==> src/rtl/mem_arbiter_if.sv <==
// Shared memory-port bundle between the D-cache, I-cache, the arbiter and the memory model.
// The slave modport is the arbiter's view; master is the caches/memory side.
interface mem_arbiter_if #(
    parameter int ADDR_W = 6,
    parameter int DATA_W = 32
);
    logic              d_read;
    logic              d_write;
    logic [ADDR_W-1:0] d_address;
    logic [DATA_W-1:0] d_writeData;
    logic [DATA_W-1:0] d_readData;
    logic              d_busywait;

    logic              i_read;
    logic [ADDR_W-1:0] i_address;
    logic [DATA_W-1:0] i_readData;
    logic              i_busywait;

    logic              mem_read;
    logic              mem_write;
    logic [ADDR_W-1:0] mem_address;
    logic [DATA_W-1:0] mem_writeData;
    logic [DATA_W-1:0] mem_readData;
    logic              mem_busywait;

    logic [1:0]        grant;

    modport slave (
        input  d_read, d_write, d_address, d_writeData,
        output d_readData, d_busywait,
        input  i_read, i_address,
        output i_readData, i_busywait,
        output mem_read, mem_write, mem_address, mem_writeData,
        input  mem_readData, mem_busywait,
        output grant
    );

    modport master (
        output d_read, d_write, d_address, d_writeData,
        input  d_readData, d_busywait,
        output i_read, i_address,
        input  i_readData, i_busywait,
        input  mem_read, mem_write, mem_address, mem_writeData,
        output mem_readData, mem_busywait,
        input  grant
    );
endinterface

==> src/rtl/mem_arbiter.sv <==
// Arbitrates the single data-memory port between the D-cache and I-cache miss paths.
// Grant is held for the owner's whole transaction and released when its request drops.
module mem_arbiter #(
    parameter int ADDR_W  = 6,
    parameter int DATA_W  = 32,
    parameter bit RR_MODE = 1'b1
) (
    input  logic         clock,
    input  logic         reset,
    mem_arbiter_if.slave bus
);

    typedef enum logic [1:0] {
        IDLE    = 2'b00,
        D_GRANT = 2'b01,
        I_GRANT = 2'b10
    } state_t;

    typedef enum logic {
        OWN_D = 1'b0,
        OWN_I = 1'b1
    } owner_t;

    state_t            state;
    state_t            next_state;
    owner_t            last_owner;

    logic              d_req;
    logic              i_req;

    logic              mux_read;
    logic              mux_write;
    logic [ADDR_W-1:0] mux_address;
    logic [DATA_W-1:0] mux_writeData;

    assign d_req = bus.d_read | bus.d_write;
    assign i_req = bus.i_read;

    // Tie-break only matters from IDLE; hand-offs from a releasing owner go straight across.
    always_comb begin
        next_state = state;
        unique case (state)
            IDLE: begin
                if (d_req && i_req) begin
                    if (RR_MODE && (last_owner == OWN_D))
                        next_state = I_GRANT;
                    else
                        next_state = D_GRANT;
                end else if (d_req) begin
                    next_state = D_GRANT;
                end else if (i_req) begin
                    next_state = I_GRANT;
                end
            end
            D_GRANT: begin
                if (!d_req)
                    next_state = i_req ? I_GRANT : IDLE;
            end
            I_GRANT: begin
                if (!i_req)
                    next_state = d_req ? D_GRANT : IDLE;
            end
            default: next_state = IDLE;
        endcase
    end

    always_ff @(posedge clock or posedge reset) begin
        if (reset) begin
            state      <= IDLE;
            last_owner <= OWN_I;
            bus.grant  <= '0;
        end else begin
            state     <= next_state;
            bus.grant <= next_state;
            if ((state == D_GRANT) && !d_req)
                last_owner <= OWN_D;
            else if ((state == I_GRANT) && !i_req)
                last_owner <= OWN_I;
        end
    end

    // A simultaneous read and write from the D-cache is a write-back; the read is masked.
    always_comb begin
        mux_read      = 1'b0;
        mux_write     = 1'b0;
        mux_address   = '0;
        mux_writeData = '0;
        unique case (state)
            D_GRANT: begin
                mux_read      = bus.d_read & ~bus.d_write;
                mux_write     = bus.d_write;
                mux_address   = bus.d_address;
                mux_writeData = bus.d_writeData;
            end
            I_GRANT: begin
                mux_read      = bus.i_read;
                mux_address   = bus.i_address;
            end
            default: ;
        endcase
    end

    assign bus.mem_read      = mux_read;
    assign bus.mem_write     = mux_write;
    assign bus.mem_address   = mux_address;
    assign bus.mem_writeData = mux_writeData;

    assign bus.d_busywait = (state == D_GRANT) ? bus.mem_busywait : d_req;
    assign bus.i_busywait = (state == I_GRANT) ? bus.mem_busywait : i_req;

    assign bus.d_readData = bus.mem_readData;
    assign bus.i_readData = bus.mem_readData;

endmodule
==> src/flat_wrapper.sv <==
// flat-port wrapper written by rule: the top's interface ports become plain ports
module mem_arbiter_flat 
#(
    parameter int ADDR_W  = 6,
    parameter int DATA_W  = 32,
    parameter bit RR_MODE = 1'b1
)
  (clock, reset, bus_d_read, bus_d_write, bus_d_address, bus_d_writeData, bus_d_readData, bus_d_busywait, bus_i_read, bus_i_address, bus_i_readData, bus_i_busywait, bus_mem_read, bus_mem_write, bus_mem_address, bus_mem_writeData, bus_mem_readData, bus_mem_busywait, bus_grant);
  mem_arbiter_if #(.ADDR_W(ADDR_W), .DATA_W(DATA_W)) bus_i ();
  input  logic clock;
  input  logic reset;
  input wire logic [$bits(bus_i.d_read)-1:0] bus_d_read;
  input wire logic [$bits(bus_i.d_write)-1:0] bus_d_write;
  input wire logic [$bits(bus_i.d_address)-1:0] bus_d_address;
  input wire logic [$bits(bus_i.d_writeData)-1:0] bus_d_writeData;
  output wire logic [$bits(bus_i.d_readData)-1:0] bus_d_readData;
  output wire logic [$bits(bus_i.d_busywait)-1:0] bus_d_busywait;
  input wire logic [$bits(bus_i.i_read)-1:0] bus_i_read;
  input wire logic [$bits(bus_i.i_address)-1:0] bus_i_address;
  output wire logic [$bits(bus_i.i_readData)-1:0] bus_i_readData;
  output wire logic [$bits(bus_i.i_busywait)-1:0] bus_i_busywait;
  output wire logic [$bits(bus_i.mem_read)-1:0] bus_mem_read;
  output wire logic [$bits(bus_i.mem_write)-1:0] bus_mem_write;
  output wire logic [$bits(bus_i.mem_address)-1:0] bus_mem_address;
  output wire logic [$bits(bus_i.mem_writeData)-1:0] bus_mem_writeData;
  input wire logic [$bits(bus_i.mem_readData)-1:0] bus_mem_readData;
  input wire logic [$bits(bus_i.mem_busywait)-1:0] bus_mem_busywait;
  output wire logic [$bits(bus_i.grant)-1:0] bus_grant;
  assign bus_i.d_read = bus_d_read;
  assign bus_i.d_write = bus_d_write;
  assign bus_i.d_address = bus_d_address;
  assign bus_i.d_writeData = bus_d_writeData;
  assign bus_d_readData = bus_i.d_readData;
  assign bus_d_busywait = bus_i.d_busywait;
  assign bus_i.i_read = bus_i_read;
  assign bus_i.i_address = bus_i_address;
  assign bus_i_readData = bus_i.i_readData;
  assign bus_i_busywait = bus_i.i_busywait;
  assign bus_mem_read = bus_i.mem_read;
  assign bus_mem_write = bus_i.mem_write;
  assign bus_mem_address = bus_i.mem_address;
  assign bus_mem_writeData = bus_i.mem_writeData;
  assign bus_i.mem_readData = bus_mem_readData;
  assign bus_i.mem_busywait = bus_mem_busywait;
  assign bus_grant = bus_i.grant;
  mem_arbiter #(.ADDR_W(ADDR_W), .DATA_W(DATA_W), .RR_MODE(RR_MODE)) u_core (.clock(clock), .reset(reset), .bus(bus_i));
endmodule
==> config.mk <==
export PLATFORM = sky130hd
export DESIGN_NAME = mem_arbiter_flat
export DESIGN_NICKNAME = d
export VERILOG_FILES = /design/src/rtl/mem_arbiter_if.sv /design/src/rtl/mem_arbiter.sv /design/src/flat_wrapper.sv
export SDC_FILE = /design/constraint.sdc
export NUM_CORES = 1
export LEC_CHECK = 0
export ABC_CLOCK_PERIOD_IN_PS = 1850
export CAP_MARGIN = 20
export CORE_AREA = 5 5 77 79
export CTS_BUF_LIST = sky130_fd_sc_hd__clkbuf_2 sky130_fd_sc_hd__clkbuf_4 sky130_fd_sc_hd__clkbuf_8
export DETAILED_ROUTE_END_ITERATION = 10
export DIE_AREA = 0 0 82 84
export PLACE_DENSITY_LB_ADDON = 0.1
export SYNTH_ARGS = -nofsm -noshare
export SYNTH_HDL_FRONTEND = slang
export SYNTH_SLANG_ARGS = --single-unit
==> constraint.sdc <==
create_clock -name clock -period 1.85 [get_ports clock]
set_input_delay 0.185 -clock clock [delete_from_list [all_inputs] [get_ports clock]]
set_output_delay 0.185 -clock clock [all_outputs]
set_load 0.1 [all_outputs]
* Word-level counts from Yosys, hierarchy flattened
Cells that the tools add are included.
** Storage, ports and cells
- Register bits :: 3
- Output and inout bits :: 108
** Cells by class
- Muxes and demuxes :: 17
- Bitwise logic cells :: 3
- Reductions and logical operators :: 8
- Equality and inequality tests :: 5
** Operator list (count)
- $mux W32 :: 1
- $mux W2 :: 7
- $pmux W6 S2 :: 1
- $mux W1 :: 6
- $pmux W2 S3 :: 1
- $ne A2 B2 Y1 const B :: 2
- $ne A4 B2 Y1 const B :: 1
- $logic_and A1 B1 Y1 :: 3
- $reduce_and A3 Y1 :: 1
- $eq A2 B1 Y1 const B :: 1
- $eq A2 B2 Y1 const B :: 1
- $logic_not A1 Y1 :: 2
- $logic_not A2 Y1 :: 1
- $pmux W1 S2 :: 1
- $reduce_bool A2 Y1 :: 1
- $and A1 B1 Y1 :: 1
- $not A1 Y1 :: 1
- $or A1 B1 Y1 :: 1

* Longest topological paths before layout
- Depth after elaboration :: 4
- Mapped depth :: 6

* Worst setup path before layout
No wires, ideal clock.
- Kind :: flip-flop to output port
- Start :: register u_core.bus.grant[0] (netlist name)
- End :: output bus_mem_read
- Setup slack :: -2.315 ns
- Buffers on the path :: 2
- Data required time :: 1.665 ns
- Stages on the path, launching flop included :: 6
- Arrival :: 3.980 ns
- Cell sequence :: dfrtp_1 ha_1 clkbuf_1 clkbuf_1 nand3b_1 a21boi_0
** RTL lines
- to (decl) :: line flat_wrapper.sv:22 : output wire logic [$bits(bus_i.mem_read)-1:0] bus_mem_read;

==> impl_metrics.py <==
metrics = {
    "status": {
        "outcome": "finished clean",
    },
    "worst_setup_path": {
        "rrSetupSlack_ns": 0.11,
        "critPathBufInv": 3,
        "cp_slowest_stage_delay_ns": 0.50,
        "worstPathArrival_ns": 1.59,
        "cp_cell_sequence": "inv_2 -> ha_2 -> buf_8 -> a22oi_1 -> nor2b_4 -> buf_12",
        "cp_max_fo": 9,
        "cp-start-kind": "flop",
        "required_ns": 1.66,
        "critPathTopFamily": "flip-flops",
        "crit_slowest_cell": "dfrtp_4",
        "worstSetupPathType": "flop to output pin",
        "end_kind": "output pin",
    },
    "sta": {
        "finalClockSkew_ns": 0.000502,
        "min_period_ns": 1.77,
        "worst_pin_slew_ns": 0.362,
        "slew_violations": 0,
        "max_slew_margin_pct": 75.7,
        "finalHoldViolCount": 0,
        "finalSetupViolations": 0,
        "fmax_ghz": 0.564,
        "fin_crit_sh_pct": 95.9,
        "fin_ws_ns": 0.0756,
        "grt_setup_unrepaired": "yes",
    },
    "synthesis": {
        "yosysTopAreaCell": "buf_4",
        "async_reset_ff_share_pct": 100,
        "netlist_area_um2": 1090,
        "yosysMostFrequentCell": "buf_4",
        "synthTopCellsByCount": "64 x buf_4, 33 x and2_1, 8 x nor2b_1",
        "synth_fp_nets": 238,
        "synth_top_area_share_pct": 44.0,
        "synth.area.top_cells": "buf_4 44%, and2_1 19%, dfrtp_1 4.6%, ha_1 4.6%, nor2b_1 4.6%",
        "synth_seq_cells": 3,
        "ys_types": 22,
        "syn_inst": 152,
        "ys.flop_type": "dfrtp_1",
        "yosys_warnings": 0,
        "synth_edf_count": 0,
        "post_synth.cell_area_avg_um2": 7.19,
        "seq_area_frac_synth_pct": 6.99,
    },
    "route": {
        "drtAntennaViolNets": 0,
        "routed_wl_um": 4090,
        "drt-initial-drc-count": 16,
        "viasPerCell": 4.00,
        "vias": 1029,
        "wire_per_inst_um": 15.9,
        "drtPass1Iterations": 3,
        "drcViolationCount": 0,
    },
    "place": {
        "globalplace.congestion": 0.939,
        "io_buffers": 93,
        "post-dp-hpwl_um": 3450,
        "place_ws_ns": 0.0880,
    },
    "clock_network": {
        "clock_path_buffers": 2,
        "root_buffer": "clkbuf_8",
        "htreeDepth": 1,
        "cts_tree": "built",
        "cts_hold_buffers": 0,
        "cts_sinks": 3,
        "clk_latency_ns": 0.22,
        "clkTransAtPathRegs_ns": 0.03,
        "cts_buffers": 3,
    },
    "worst_hold_path": {
        "worstHoldPathType": "primary input to async pin",
    },
    "floorplanning": {
        "rows": 27,
        "die_w_um": 82,
        "die_y_um": 84,
        "io_pins": 190,
        "die-area_um2": 6890,
        "start_util_pct": 20.7,
        "fp.coreArea_um2": 5270,
    },
    "global_routing": {
        "first_global_vias": 1118,
        "grt_pass1_wl_um": 6020,
        "grt_overflow": 0,
        "grt_use_total_pct": 11.3,
        "grt_max_degree": 15,
        "antenna_found_initial": 0,
    },
    "power_and_ir_drop": {
        "power_density_nw_per_um2": 2020,
        "irDropWorstVdd_v": 0.00130,
        "leakage_uw": 0.000947,
    },
    "final_layout": {
        "fill_cells": 510,
        "final_layout_size_suffix_gt1_share_pct": 57.3,
        "syn2layout_area_growth_pct": 113,
        "final_net_count": 272,
        "post-route-util_pct": 44.1,
        "n_antenna_cell": 0,
    },
    "job": {
        "drv_cap": 0,
    },
}
## area by class of cell
class	instances	area, um2	share of cell area (%)
repair buffers	99	1420	60.9
clock buffers	4	48.8	2.10
multi-input cells	73	662	28.5
well taps	72	90.1	3.88
flip-flops and latches	3	83.8	3.61
inverters	6	22.5	0.970
## state kept, by name (all words and copies together), names as in the netlist
register and count:
u_core.bus.grant 2, u_core.last_owner 1
## timing repair
action / in CTS / in global routing
resized for setup: 2 / 4
buffers inserted: 1 / 1
setup endpoints to repair: 18 / 25
## metrics by stage
step           cell area (um2)   TNS, ns  instances  power, uW  hold WS, ns
2_1_floorplan             1290     -1.14        152       3630      -0.0620
3_3_place_gp              2240         0        251       4410        0.366
3_5_place_dp              2240         0        251       4440        0.371
4_1_cts                   2310   -0.0200        256       4710        0.137
5_1_grt                   2320  -0.00695        257       4870        0.151
6_report                  2320         0        257       4700        0.136
## cells by family (layout without fill, tap and decap cells)
family	count (synthesis)	count (layout)	share of synthesized area (%)
AOI/OAI and AO/OA	17	17	10.3
adders and majority gates	4	4	4.58
buffers and inverters	76	109	48.1
DFF	3	3	6.99
and+or+nand+nor	52	52	30.0
## path summary, 6_finish.rpt
path | cells after the start | start | endpoint
max | 6 | u_core.bus.grant[0] | bus_mem_address[5]
min | 2 | reset | u_core.bus.grant[0]
max reg2reg | 5 | u_core.bus.grant[1] | u_core.bus.grant[0]
min reg2reg | 2 | u_core.last_owner | u_core.last_owner
max in group asynchronous | 2 | reset | u_core.last_owner
min in group clock | 0 | bus_mem_readData[26] | bus_i_readData[26]
## per-layer routing
| metal | track usage (%) | vias up | wire length [um] |
|---|---|---|---|
| met3 | 4.00 | 14 | 533 |
| li1 | - | 483 | - |
| met5 | 0 | - | 0 |
| met2 | 19.3 | 78 | 1950 |
| met1 | 12.5 | 454 | 1550 |
| met4 | 3.93 | 0 | 57 |
## power breakdown
part	internal (uW)	total [uW]	switching, uW
Clock	162	212	50.1
Combinational	1660	4320	2660
Sequential	119	162	42.6
Total	1940	4700	2750
## cell usage in the layout (no fill, tap or decap), drive strengths merged, types with 2 or more instances in the layout
cell type,Yosys,final
nor2,3,3
inv,6,6
a31oi,3,3
dfrtp,2,2
nor2b,8,8
and2,33,33
a21oi,2,2
ha,4,4
a22oi,6,6
nand2,2,2
clkdlybuf4s50,0,49
buf,64,50
clkbuf,6,4
nand3b,2,2
o21ai,3,3
No activity file was read; power rests on OpenSTA's default activity.
